### config.mk
export PLATFORM = sky130hd
export DESIGN_NAME = spi_slave_regif
export DESIGN_NICKNAME = d
export VERILOG_FILES = /design/src/rtl/spi_slave_regif.sv
export SDC_FILE = /design/constraint.sdc
export NUM_CORES = 1
export LEC_CHECK = 0
export CELL_PAD_IN_SITES_DETAIL_PLACEMENT = 0
export CELL_PAD_IN_SITES_GLOBAL_PLACEMENT = 1
export CORE_MARGIN = 2
export CORE_UTILIZATION = 42
export CTS_CLUSTER_SIZE = 28
export DETAILED_ROUTE_END_ITERATION = 6
export GPL_TIMING_DRIVEN = 0
export PLACE_DENSITY = 0.9
export SETUP_SLACK_MARGIN = 0.5
export SLEW_MARGIN = 20
export SYNTH_ARGS = -nofsm -noshare
export SYNTH_HDL_FRONTEND = slang
export SYNTH_SLANG_ARGS = --single-unit
export TNS_END_PERCENT = 50
### constraint.sdc
create_clock -name SPI_CLK -period 2.3 [get_ports SPI_CLK]
set_input_delay 0.23 -clock SPI_CLK [delete_from_list [all_inputs] [get_ports SPI_CLK]]
set_output_delay 0.23 -clock SPI_CLK [all_outputs]
set_load 0.03 [all_outputs]
### src/rtl/spi_slave_regif.sv
// SPI mode-0 slave front-end driving a byte-addressed register bank.
// The host pins are oversampled in the SPI_CLK domain, and SCLK is only ever treated as data.
// A frame is one command byte followed by a burst of data bytes:
//   command bit 7 = 1 selects write, 0 selects read;
//   command bits [6:0] give the start address, which auto-increments after each data byte.
module spi_slave_regif #(
    parameter int ADDR_WIDTH  = 7,
    parameter int SYNC_STAGES = 2
) (
    input  logic                  SPI_CLK,
    input  logic                  SPI_CLK_RESET_N,
    input  logic                  SCLK,
    input  logic                  SCSN,
    input  logic                  MOSI,
    output logic                  MISO,
    output logic                  MISO_OE,
    output logic [ADDR_WIDTH-1:0] ADDR,
    output logic                  WR_STB,
    output logic [7:0]            WR_DATA,
    output logic                  RD_REQ,
    input  logic [7:0]            RD_DATA,
    output logic                  FRAME_ACTIVE
);

    typedef enum logic [1:0] {
        ST_IDLE,
        ST_CMD,
        ST_WDATA,
        ST_RDATA
    } state_t;

    state_t state, next_state;

    logic [SYNC_STAGES-1:0] sclk_sync, scsn_sync, mosi_sync;
    logic                   sclk_q, scsn_q;
    logic                   sclk_s, scsn_s, mosi_s;
    logic                   sclk_rise, sclk_fall, scsn_rise, scsn_fall;
    logic                   active, byte_done;
    logic [2:0]             bit_cnt;
    logic [7:0]             shift_in, byte_in, tx_sr;
    logic                   rd_ld;

    assign sclk_s    = sclk_sync[SYNC_STAGES-1];
    assign scsn_s    = scsn_sync[SYNC_STAGES-1];
    assign mosi_s    = mosi_sync[SYNC_STAGES-1];
    assign sclk_rise = sclk_s & ~sclk_q;
    assign sclk_fall = ~sclk_s & sclk_q;
    assign scsn_rise = scsn_s & ~scsn_q;
    assign scsn_fall = ~scsn_s & scsn_q;

    assign active       = (state != ST_IDLE);
    assign byte_in      = {shift_in[6:0], mosi_s};
    // A chip-select release in the same cycle as the 8th rise discards the byte.
    assign byte_done    = active && sclk_rise && (bit_cnt == 3'd7) && !scsn_rise;
    assign MISO         = tx_sr[7];
    assign MISO_OE      = active;
    assign FRAME_ACTIVE = active;

    // Synchronise the asynchronous host pins, then keep one history flop for edge detection.
    // The chains reset to the idle bus levels: SCLK low, SCSN high.
    always_ff @(posedge SPI_CLK or negedge SPI_CLK_RESET_N) begin
        if (!SPI_CLK_RESET_N) begin
            sclk_sync <= '0;
            scsn_sync <= '1;
            mosi_sync <= '0;
            sclk_q    <= 1'b0;
            scsn_q    <= 1'b1;
        end else begin
            // NOTE: non-blocking assignments let every flop in the chain sample the old value of the stage before it, so each stage adds exactly one cycle.
            sclk_sync <= {sclk_sync[SYNC_STAGES-2:0], SCLK};
            scsn_sync <= {scsn_sync[SYNC_STAGES-2:0], SCSN};
            mosi_sync <= {mosi_sync[SYNC_STAGES-2:0], MOSI};
            sclk_q    <= sclk_s;
            scsn_q    <= scsn_s;
        end
    end

    // Frame state register.
    always_ff @(posedge SPI_CLK or negedge SPI_CLK_RESET_N) begin
        if (!SPI_CLK_RESET_N) state <= ST_IDLE;
        else                  state <= next_state;
    end

    // Next state: the command byte selects the write or read phase; releasing chip select always returns to idle.
    always_comb begin
        // NOTE: a default assigned first covers every path through the case, so no latch is inferred.
        next_state = state;
        case (state)
            ST_IDLE: if (scsn_fall) next_state = ST_CMD;
            ST_CMD:  if (byte_done) next_state = byte_in[7] ? ST_WDATA : ST_RDATA;
            default: ;
        endcase
        if (active && scsn_rise) next_state = ST_IDLE;
    end

    // Datapath: bit assembly, address and strobe generation, and the read shift register.
    always_ff @(posedge SPI_CLK or negedge SPI_CLK_RESET_N) begin
        if (!SPI_CLK_RESET_N) begin
            ADDR     <= '0;
            WR_STB   <= 1'b0;
            WR_DATA  <= '0;
            RD_REQ   <= 1'b0;
            rd_ld    <= 1'b0;
            bit_cnt  <= '0;
            shift_in <= '0;
            tx_sr    <= '0;
        end else begin
            WR_STB <= 1'b0;
            RD_REQ <= 1'b0;
            rd_ld  <= RD_REQ;
            // The address advances on the cycle after a write strobe, so WR_STB always sees the address it is writing.
            if (WR_STB) ADDR <= ADDR + ADDR_WIDTH'(1);
            if (!active || scsn_rise) begin
                // Outside a frame, or when a frame aborts, partial bytes and pending read loads are dropped and MISO returns low.
                bit_cnt <= '0;
                tx_sr   <= '0;
                rd_ld   <= 1'b0;
            end else begin
                if (sclk_rise) begin
                    shift_in <= byte_in;
                    bit_cnt  <= bit_cnt + 3'd1;
                end
                // The fall that ends a byte (bit_cnt == 0) leaves the freshly loaded MSB on MISO for the next rise.
                if (sclk_fall && state == ST_RDATA && bit_cnt != 3'd0)
                    tx_sr <= {tx_sr[6:0], 1'b0};
                if (rd_ld && state == ST_RDATA)
                    tx_sr <= RD_DATA;
                if (byte_done) begin
                    case (state)
                        ST_CMD: begin
                            ADDR   <= byte_in[ADDR_WIDTH-1:0];
                            RD_REQ <= ~byte_in[7];
                        end
                        ST_WDATA: begin
                            WR_DATA <= byte_in;
                            WR_STB  <= 1'b1;
                        end
                        ST_RDATA: begin
                            ADDR   <= ADDR + ADDR_WIDTH'(1);
                            RD_REQ <= 1'b1;
                        end
                        default: ;
                    endcase
                end
            end
        end
    end

endmodule

# After elaboration in Yosys (flattened, before gate mapping)
# Cells that the tools add are included.
# totals
register_bits	46
inputBits	13
word_cells	72
# op_classes
addsub	2
n_eq_ne	6
mux	21
n_bitwise	10
n_reduce_logical	19
# ops
operator	count
$mux W8	3
$mux W7	3
$pmux W7 S2	1
$reduce_bool A3 Y1	3
$add A7 B1 Y7 const B	1
$logic_and A1 B1 Y1	7
$mux W1	7
$mux W2	3
$mux W3	2
$ne A3 B3 Y1 const B	2
$not A1 Y1	6
$reduce_and A3 Y1	2
$and A1 B1 Y1	4
$eq A2 B2 Y1 const B	2
$pmux W2 S2	1
$reduce_bool A2 Y1	2
$add A3 B1 Y3 const B	1
$eq A3 B3 Y1 const B	1
$eq A2 B1 Y1 const B	1
$logic_not A1 Y1	2
$logic_not A2 Y1	1
$pmux W1 S2	1
$reduce_and A2 Y1	1
$logic_or A1 B1 Y1	1

# Depth between registers and ports, before layout
# Gate-level depths: netlist of the first run.
# logic_depth
depth_word	8
depth_mapped	8
mapped_depth_nobuf	6

# Worst setup path before layout of the first run
# OpenSTA, ideal clock, no wires.
# synth_timing
kind	reg2reg
from	reg state[0]
to	reg WR_DATA[0]
setup_ns	0.125
t_arrival_ns	1.748
t_required_ns	2.175
slack_ns	0.427
stages_incl_launch_ff	9
synth_period_minus_slack_ns	1.873
path_cell_list	dfrtp_1 -> buf_6 -> or2_1 -> buf_6 -> and3_4 -> buf_6 -> and4b_1 -> buf_6 -> mux2_4
# synth_between
elab_chain_cells	5
word_cells_on_any_way	9
classes_between	eq/ne: 1; bitwise: 1; reduce/logical: 7
# synth_lines
element	line	rtl
start: declaration	32	state_t state, next_state;
start signal: assignment	81	else state <= next_state;
$reduce_bool A2 Y1 (*)	51	assign active = (state != ST_IDLE);
named net FRAME_ACTIVE	22	output logic FRAME_ACTIVE
$logic_and A1 B1 Y1 or $logic_not A1 Y1 (tied branches)	54, 113	
$logic_and A1 B1 Y1 or $logic_or A1 B1 Y1 (tied branches)	54, 113	
$logic_and A1 B1 Y1 or $not A1 Y1 (tied branches)	-	
$reduce_and A3 Y1 (no line) (*)	-	
end signal: assignment	135	WR_DATA <= byte_in;
end: declaration	19	output logic [7:0] WR_DATA,
# The timed path passes the listed nets; every way through them passes the cells marked *.
# A chain may end at the register's enable or synchronous reset.

# Worst setup path after layout of the first run
# layout_timing
from	reg state[0]
to	reg WR_DATA[1]
# layout_between
elab_chain_cells	5
word_cells_on_any_way	9
classes_between	eq/ne: 1; bitwise: 1; reduce/logical: 7
# layout_lines
element	line
$reduce_bool A2 Y1	51
$logic_and A1 B1 Y1 or $logic_not A1 Y1 (tied branches)	54, 113
$logic_and A1 B1 Y1 or $logic_or A1 B1 Y1 (tied branches)	54, 113
$logic_and A1 B1 Y1 or $not A1 Y1 (tied branches)	-
$reduce_and A3 Y1 (no line) (*)	-
# Every way passes the cells marked *; elsewhere a longest branch is shown, timed or not.

==> results of run 1 <==
[layout make-up]
class / instances / area (um2)
buffer: 13 / 93.8
clock buffer: 8 / 110
fill: 419 / 2010
inverter: 6 / 22.5
multi-input combinational: 117 / 915
sequential: 46 / 1150
tap: 67 / 83.8
timing repair buffer: 45 / 429
[timing repair]
item                                   in CTS  in global routing
buffers inserted                            5                  5
hold buffers                                1                  0
setup endpoints to repair                  17                 35
resized for setup                           5                 20
endpoints found under the hold margin      16                  0
gates cloned                                1                  0
pin swaps                                   1                  3
[state kept, by name, indices dropped and copies added, names as in the netlist, 2 cells and up]
signal / count
ADDR: 7
WR_DATA: 8
bit_cnt: 3
mosi_sync: 2
sclk_sync: 2
scsn_sync: 2
shift_in: 7
state: 2
tx_sr: 8
[worst register-to-register path, cell delays in order (launching register included)]
cell and delay (ps):
dfrtp_1 400, buf_6 120, or2_1 220, buf_6 130
and3_4 140, buf_6 110, and4b_2 220, buf_6 150
mux2_4 300
[power breakdown]
group / switching (mW) / internal (mW) / total [mW] / leakage (nW)
clock: 0.261 / 0.303 / 0.565 / 0.0575
combinational: 0.0822 / 0.111 / 0.193 / 0.535
sequential: 0.0747 / 0.875 / 0.949 / 0.608
total: 0.418 / 1.29 / 1.71 / 1.20
[cell usage in the layout (no fill, tap or decap), types with 5 or more instances in the layout]
master	synthesis	layout
nand4_1	5	5
mux2i_1	7	7
mux2_2	8	8
clkdlybuf4s50_1	0	29
mux2_4	8	8
inv_1	6	6
a21oi_1	9	9
nor2_1	16	16
nand3_1	6	5
buf_6	4	6
clkbuf_8	0	8
a211oi_1	7	7
nand2_1	6	6
dfrtp_1	43	43
buf_4	1	11
[how the worst max path moves through the flow]
| stage | cells past startpoint | endpoint | start | slack, ps |
|---|---|---|---|---|
| 2_1_floorplan | 8 | WR_DATA[0]$_DFFE_PN0P_ | state[0]$_DFFE_PN0P_ | 470 |
| 4_1_cts | 7 | ADDR[6]$_DFF_PN0_ | bit_cnt[0]$_DFFE_PN0P_ | 360 |
| 3_3_place_gp | 1 | tx_sr[3]$_DFFE_PN0P_ | SPI_CLK_RESET_N | -240 |
| 5_1_grt | 8 | WR_DATA[1]$_DFFE_PN0P_ | state[0]$_DFFE_PN0P_ | 340 |
| 6_report | 8 | WR_DATA[1]$_DFFE_PN0P_ | state[0]$_DFFE_PN0P_ | 390 |
| 3_5_place_dp | 6 | WR_DATA[1]$_DFFE_PN0P_ | scsn_q$_DFF_PN1_ | 360 |
[routing by layer]
metal | track usage (%) | wire [um]
met5 | 0 | 0
met4 | 4.68 | 51
met3 | 3.97 | 138
met2 | 24.3 | 2070
met1 | 25.3 | 2050
[logic make-up after synthesis]
group                    Yosys count
AND/OR/NAND/NOR                   56
AO/OA/AOI/OAI                     30
buffers and inverters             19
flip-flops                        46
adder cells (fa/ha/maj)            4
XOR/XNOR                           4
multiplexers                      23
==> metrics.yaml, run 1 <==
status:
  status: "finished, final reports clean"
floorplan:
  die_w_um: 75.4
  start_util_pct: 44.4
  ios: 33
  std_cell_rows: 25
  dieArea_um2: 5680
  dieHeight_um: 75.4
  core_um2: 4820
final_layout:
  final_cell_count_no_fill: 302
  post-route-util_pct: 58.3
  nNetsFinal: 251
  postLayoutCellArea_um2: 2810
  num_antenna_cells: 0
  synthToLayoutAreaGrowth_pct: 31.4
  drive_above_1_share_pct: 26.8
sta:
  skew_ps: 9.53
  maxSlewViolCount: 0
  fin_crit_ps: 1910
  fmax_mhz: 523
  tightest_slew_ps: 439
  period_share_pct: 83.2
  rsz0062_at_grt: "true"
  fin_ws_ps: 387
  hold_ws_ps: 335
  setup_viol: 0
  hold_viol: 0
  setup-tns-final_ps: 0
  relSlewSlack_pct: 70.7
clock_network:
  cts_tree: "built"
  cts_buffers: 5
  insertion_delay_ps: 300
  cts_max_path_buffers: 2
  htreeDepth: 2
  cts.sinks: 46
  root_buffer: "clkbuf_8"
  clk_pin_slew_worst_paths_ps: 90
yosys:
  synth_warnings: 0
  synth_compound_area_share_pct: 9.54
  synthTopCellsByCount: "43 x dfrtp_1, 16 x nor2_1, 9 x a21oi_1, 8 x mux2_2, 8 x mux2_4"
  synthMuxAreaShare_pct: 13.1
  syn_nets: 199
  synth_area_leaders: "dfrtp_1 50%, mux2_4 5.6%, mux2_2 4.2%"
  synthAdderAreaFrac_pct: 2.34
  synth_seq_cells: 46
  synth_top_flop_cell: "dfrtp_1"
  syn_inst: 182
  synth_edf_count: 0
  synthSimpleGateAreaFrac_pct: 14.5
  yosys.cell_count.top_type: "dfrtp_1"
  syn_avg_cell_area_um2: 11.7
  syn_area_um2: 2140
  yosysTopAreaCellShare_pct: 50.3
  ys_seq_area_share_pct: 54.0
  synth_xor_area_share_pct: 1.64
  synth_top_area_cell: "dfrtp_1"
  ys_types: 42
  async_flop_share_pct: 100
  synth_top_family_by_area: "simple AND/OR/NAND/NOR gates"
worst_setup_path:
  cp_common_cell: "buf_6"
  path_buf_inv: 4
  end_kind: "flop"
  arrival_ps: 2090
  r2r_end: "WR_DATA[1]$_DFFE_PN0P_"
  worstPathMaxFanout: 5
  rr_worst_depth: 8
  critPathKind: "flop to flop"
  crit_chain: "buf_6 > or2_1 > buf_6 > and3_4 > buf_6 > and4b_2 > buf_6 > mux2_4"
  r2r_start: "state[0]$_DFFE_PN0P_"
  crit_family: "simple AND/OR/NAND/NOR gates"
  startpoint_type: "flop"
  worst-r2r-setup-slack_ps: 390
  crit_required_ps: 2480
  critical_path.max_stage_delay_ps: 400
  slowest_stage: "dfrtp_1"
min_path:
  hp-class: "primary input to flop"
  hold_end: "scsn_sync[0]$_DFF_PN1_"
  min_from: "SCSN"
  min_path_cells: 1
route:
  route.detailed.drc: 0
  drtAntennaViolNets: 0
  avgRoutedWirePerCell_um: 14.3
  vias: 1563
  drt_iter0_markers: 154
  drt-total-wl_mm: 4.31
  dr.pass1.iters: 4
  viasPerCell: 5.18
placed_design:
  portBuffers: 32
  globalplace.congestion: 0.778
  dp_cells: 282
  place_area_um2: 2560
  pre_cts_slack_ps: 363
  place_hpwl_mm: 2.88
global_route:
  grt_pass1_wl_mm: 7.09
  grt_max_degree: 29
  antenna_found_initial: 0
  grtUsageTotal_pct: 16.8
  grt.overflow.total: 0
  grt_pass1_vias: 1440
flow_run:
  max_cap_viol_count: 0
power_and_ir_drop:
  power_density_nw_per_um2: 608
  finalPower_mw: 1.71
  vdd_drop_max_v: 0.000477
  p_leak_nw: 1.20
(Power assumes the default switching activity.)
==> run 2: changes to the inputs <==
- clock period: 2.3 -> 1.9 ns (I/O delays scaled with it)
==> run 2 against run 1 <==
- clock skew up 0.71 ps
- die area unchanged
- clock power up 32%
- flip-flop and latch count stayed put
- register-to-register slack got worse by 370 ps
- critical path type unchanged
- critical endpoint is now WR_DATA[7]$_DFFE_PN0P_
- largest cell class unchanged
==> metrics.yaml, run 2 (synthesis results as in run 1) <==
worst_setup_path:
  path_buf_inv: 4
  slowest_stage: "dfrtp_1"
  critPathKind: "flop to flop"
  startpoint_type: "flop"
  r2r_start: "state[0]$_DFFE_PN0P_"
  rr_worst_depth: 8
  worst-r2r-setup-slack_ps: 20
  arrival_ps: 2070
  r2r_end: "WR_DATA[7]$_DFFE_PN0P_"
  crit_chain: "buf_6 > or2_1 > buf_6 > and3_4 > buf_6 > and4b_2 > buf_6 > mux2_4"
  critical_path.max_stage_delay_ps: 400
  cp_common_cell: "buf_6"
  crit_family: "simple AND/OR/NAND/NOR gates"
  worstPathMaxFanout: 5
  end_kind: "flop"
  crit_required_ps: 2090
power_and_ir_drop:
  finalPower_mw: 2.23
  clockPowerShare_pct: 33.5
  comb_power_share_pct: 14.3
  vdd_drop_max_v: 0.000490
  p_leak_nw: 1.55
  p_sw_share_pct: 26.1
  p_int_mw: 1.65
  power_density_nw_per_um2: 729
  seq_power_share_pct: 52.3
  p_sw_mw: 0.581
route:
  drtAntennaViolNets: 0
  viasPerCell: 5.27
  vias: 1602
  route.detailed.drc: 0
  dr.pass1.iters: 4
  drt-total-wl_mm: 4.77
  avgRoutedWirePerCell_um: 15.7
  drt_iter0_markers: 106
global_route:
  use_met2_pct: 28.5
  top_usage_layer: "met2"
  antenna_found_initial: 0
  grt_max_degree: 31
  grtUsageTotal_pct: 18.5
  grt.overflow.total: 0
  gr-usage-met1_pct: 26.0
  grt_pass1_wl_mm: 7.79
  use_met3_pct: 4.63
  grt_pass1_vias: 1538
placed_design:
  place_area_um2: 2610
  dp_cells: 282
  place_hpwl_mm: 2.89
  globalplace.congestion: 0.817
  pre_cts_slack_ps: -30.0
  portBuffers: 32
sta:
  hold_viol: 0
  tightest_slew_ps: 436
  skew_ps: 10.2
  hold_ws_ps: 288
  maxSlewViolCount: 0
  setup_viol: 0
  fmax_mhz: 532
  fin_ws_ps: 21.4
  fin_crit_ps: 1880
  rsz0062_at_grt: "true"
  relSlewSlack_pct: 71.0
  period_share_pct: 98.9
min_path:
  min_path_cells: 1
  hold_end: "scsn_sync[0]$_DFF_PN1_"
  hp-class: "primary input to flop"
  min_from: "SCSN"
floorplan:
  dieArea_um2: 5680
  ios: 33
  core_um2: 4820
  std_cell_rows: 25
  start_util_pct: 44.4
  dieHeight_um: 75.4
  die_w_um: 75.4
final_layout:
  top_regs: "WR_DATA x8, tx_sr x8"
  mostFrequentLayoutCell: "dfrtp_1"
  nFillCells: 390
  final_cell_mix: "43 x dfrtp_1, 15 x nor2_1, 15 x mux2_4, 15 x dlymetal6s2s_1, 11 x clkdlybuf4s50_1"
  synthToLayoutAreaGrowth_pct: 42.9
  num_antenna_cells: 0
  register_area_um2: 1150
  final_cell_count_no_fill: 304
  nNetsFinal: 253
  drive_above_1_share_pct: 35.9
  postLayoutCellArea_um2: 3060
  multi_input_area_um2: 1070
clock_network:
  cts_buffers: 5
  root_buffer: "clkbuf_8"
  cts.sinks: 46
  htreeDepth: 2
  cts_max_path_buffers: 2
  insertion_delay_ps: 300
  cts_tree: "built"
  clk_pin_slew_worst_paths_ps: 90
status:
  status: "finished, final reports clean"
flow_run:
  max_cap_viol_count: 0
[run 2: changes by cell type in the layout (fill, tap and decap cells not counted), moves of 3 or more]
cell | previous run | this run
a21oi_1 | 9 | 6
a21oi_2 | 0 | 3
buf_8 | 0 | 3
clkbuf_8 | 8 | 5
clkdlybuf4s50_1 | 29 | 11
dlymetal6s2s_1 | 0 | 15
mux2_2 | 8 | 1
mux2_4 | 8 | 15
[run 2: metal layers]
| layer | wire length [um] | part of all wire, % |
|---|---|---|
| met3 | 129 | 2.7 |
| met5 | 0 | 0 |
| met4 | 56 | 1.2 |
| met1 | 2230 | 47 |
| met2 | 2350 | 49 |
[run 2: layout make-up]
cell class	instances	area share [%]
plain buffers	13	3.52
clock buffers	5	2.25
clock inverters	3	1.47
inverters	6	0.737
multi-input cells	117	34.9
flip-flops and latches	46	37.8
well taps	67	2.74
repair buffers	47	16.6
[run 2: worst max path at each step]
stage                                    start  slack [ps]  cells past startpoint                      to
final                     state[0]$_DFFE_PN0P_          20                      8  WR_DATA[7]$_DFFE_PN0P_
after global routing      state[0]$_DFFE_PN0P_         -30                      8  WR_DATA[7]$_DFFE_PN0P_
after CTS                 state[0]$_DFFE_PN0P_          20                      8  WR_DATA[7]$_DFFE_PN0P_
after detailed placement      scsn_q$_DFF_PN1_         -30                      6  WR_DATA[2]$_DFFE_PN0P_
after global placement         SPI_CLK_RESET_N        -620                      1    tx_sr[3]$_DFFE_PN0P_
after floorplan           state[0]$_DFFE_PN0P_          70                      8  WR_DATA[0]$_DFFE_PN0P_
[run 2: timing repair]
item	4_1_cts	5_1_grt
gates resized for setup	24	60
gates cloned	2	0
setup buffers	8	3
hold buffers	1	0
setup endpoints to repair	57	55
hold endpoints to repair	13	0
pin swaps	9	7
[run 2: worst reg2reg max path, stage by stage (launching register included)]
cell     delay [ps]
dfrtp_1         400
buf_6           120
or2_1           210
buf_6           130
and3_4          140
buf_6           110
and4b_2         230
buf_6           150
mux2_4          290
[run 2: power groups by stage]
stage | registers (mW) | logic [mW] | clock network [mW]
after global placement | 1.16 | 0.211 | 0
after detailed placement | 1.16 | 0.220 | 0
final | 1.16 | 0.317 | 0.745
after CTS | 1.15 | 0.246 | 0.751
after floorplan | 1.13 | 0.141 | 0
after global routing | 1.18 | 0.340 | 0.794
[run 2: stage by stage]
stage	setup TNS [ps]	utilization [%]
2_1_floorplan	0	-
3_3_place_gp	-26980	53.8
3_5_place_dp	-179	54.1
4_1_cts	0	59.9
5_1_grt	-161	63.5
6_report	0	63.5
==> run 3: changes to the inputs <==
- CORE_UTILIZATION: 42 -> 49
- DONT_BUFFER_PORTS: not set -> 1
- MAX_ROUTING_LAYER: not set -> met4
- PLACE_DENSITY: 0.9 -> 0.89
==> run 3 against run 2 <==
- critical path type unchanged
- global-route usage up 0.74 points
- register-to-register slack got worse by 30 ps
- highest routed layer unchanged
- largest power group unchanged
- combinational power down 21%
- the run now ends with negative setup slack left
==> metrics.yaml, run 3 (synthesis results as in run 1) <==
worst_setup_path:
  rr_worst_depth: 8
  end_kind: "flop"
  arrival_ps: 2100
  startpoint_type: "flop"
  r2r_end: "WR_DATA[7]$_DFFE_PN0P_"
  r2r_start: "state[0]$_DFFE_PN0P_"
  critPathKind: "flop to flop"
  worst-r2r-setup-slack_ps: -10
  worstPathMaxFanout: 7
  crit_required_ps: 2090
clock_network:
  clk_pin_slew_worst_paths_ps: 80
  root_buffer: "clkbuf_8"
  htreeDepth: 2
  cts.sinks: 46
  cts_tree: "built"
  insertion_delay_ps: 310
  cts_max_path_buffers: 2
  cts_buffers: 5
placed_design:
  place_hpwl_mm: 2.85
  dp_cells: 234
  portBuffers: 0
  globalplace.congestion: 0.826
  pre_cts_slack_ps: -43.5
route:
  route.detailed.drc: 0
  drtAntennaViolNets: 0
  drt-total-wl_mm: 4.35
  dr.pass1.iters: 4
  avgRoutedWirePerCell_um: 17.0
  viasPerCell: 5.75
  vias: 1473
  drt_iter0_markers: 86
global_route:
  grt_pass1_wl_mm: 7.12
  grt_max_degree: 47
  antenna_found_initial: 0
  grt_pass1_vias: 1459
  grtUsageTotal_pct: 19.3
  grt.overflow.total: 0
floorplan:
  ios: 33
  core_um2: 4260
  start_util_pct: 50.1
  die_w_um: 70.1
  dieArea_um2: 4910
  dieHeight_um: 70.1
  std_cell_rows: 24
flow_run:
  max_cap_viol_count: 0
sta:
  fin_ws_ps: -10.7
  tightest_slew_ps: 445
  hold_viol: 0
  period_share_pct: 101
  fin_crit_ps: 1910
  rsz0062_at_grt: "true"
  relSlewSlack_pct: 70.3
  skew_ps: 10.6
  maxSlewViolCount: 0
  setup_viol: 2
  fmax_mhz: 523
min_path:
  min_path_cells: 2
  hp-class: "primary input to flop"
  hold_end: "tx_sr[0]$_DFFE_PN0P_"
  min_from: "RD_DATA[0]"
final_layout:
  num_antenna_cells: 0
  final_cell_mix: "40 x dfrtp_1, 16 x nor2_1, 15 x mux2_4"
  mostFrequentLayoutCell: "dfrtp_1"
  drive_above_1_share_pct: 35.3
  synthToLayoutAreaGrowth_pct: 23.2
  final_cell_count_no_fill: 256
  nFillCells: 327
  top_regs: "WR_DATA x8, tx_sr x8"
  nNetsFinal: 220
power_and_ir_drop:
  p_int_mw: 1.61
  power_density_nw_per_um2: 821
  p_leak_nw: 1.13
  p_sw_mw: 0.551
  seq_power_share_pct: 53.3
  vdd_drop_max_v: 0.000773
  comb_power_share_pct: 11.6
  p_sw_share_pct: 25.5
  clockPowerShare_pct: 35.1
status:
  violations: "negative setup slack"
  status: "finished, violations left"
## run 3: cell count changes in the layout (fill, tap and decap cells not counted), sizes merged
cell           before  now
clkinvlp            2    0
clkdlybuf4s50      11    0
clkbuf             13   11
dlymetal6s2s       15    0
dlygate4sd3         1    4
inv                 6    8
buf                25   17
## run 3: worst max-delay path by stage
stage                              start                endpoint  slack, ps  cells after the start
floorplan           state[0]$_DFFE_PN0P_  WR_DATA[0]$_DFFE_PN0P_         70                      8
finish              state[0]$_DFFE_PN0P_  WR_DATA[7]$_DFFE_PN0P_        -10                      8
global placement        scsn_q$_DFF_PN1_  WR_DATA[0]$_DFFE_PN0P_        -10                      6
global route        state[0]$_DFFE_PN0P_  WR_DATA[5]$_DFFE_PN0P_        -50                      8
detailed placement      scsn_q$_DFF_PN1_  WR_DATA[4]$_DFFE_PN0P_        -40                      6
CTS                 state[0]$_DFFE_PN0P_  WR_DATA[7]$_DFFE_PN0P_        -10                      8
## run 3: per-stage QoR
step                power, mW  util (%)  setup TNS, ps  hold slack (ps)  area, um2
floorplan                1.27         -              0             -106       2190
global placement         1.31      52.8          -80.4             -104       2250
detailed placement       1.33      52.8           -307             -104       2250
CTS                      2.13      59.7          -63.0             34.3       2550
global route             2.25      61.8           -379             34.1       2630
finish                   2.16      61.8          -19.5             42.5       2630
## run 3: layout make-up
cell class / instances / area, um2 / area share [%]
multi-input combinational: 117 / 1010 / 38.2
tap: 52 / 65.1 / 2.47
inverter: 6 / 22.5 / 0.855
buffer: 13 / 105 / 3.99
clock buffer: 5 / 68.8 / 2.61
sequential: 46 / 1160 / 44.0
clock inverter: 3 / 47.5 / 1.81
timing repair buffer: 14 / 159 / 6.03
## run 3: timing repair
item                                   CTS  global route
gates cloned                             1             0
setup buffers                            6             2
pin swaps                                9             2
gates resized for setup                 15            21
setup endpoints to repair               38            38
endpoints found under the hold margin   49             0
hold buffers                             5             0
## run 3: critical path, cell delays in order (launching register included)
cell and delay, ps:
dfrtp_1 380, buf_6 110, or2_1 210, buf_6 150
and3_4 150, buf_6 110, and4b_2 240, buf_6 150
mux2_4 290
## run 3: power groups by stage
stage                     Combinational, mW  Sequential, mW  Clock (mW)
after floorplan                       0.141            1.13           0
after global placement                0.151            1.16           0
after detailed placement              0.159            1.17           0
after CTS                             0.207            1.15       0.775
after global routing                  0.273            1.17       0.811
final                                 0.250            1.15       0.760
## run 3: layer usage
layer  wire length [um]  track usage (%)  vias up
met2               2090             28.6       27
met4                100             8.55        0
met1               1960             24.5      740
li1                   -                -      697
met3                195             5.77        9
met5                  0                -        -
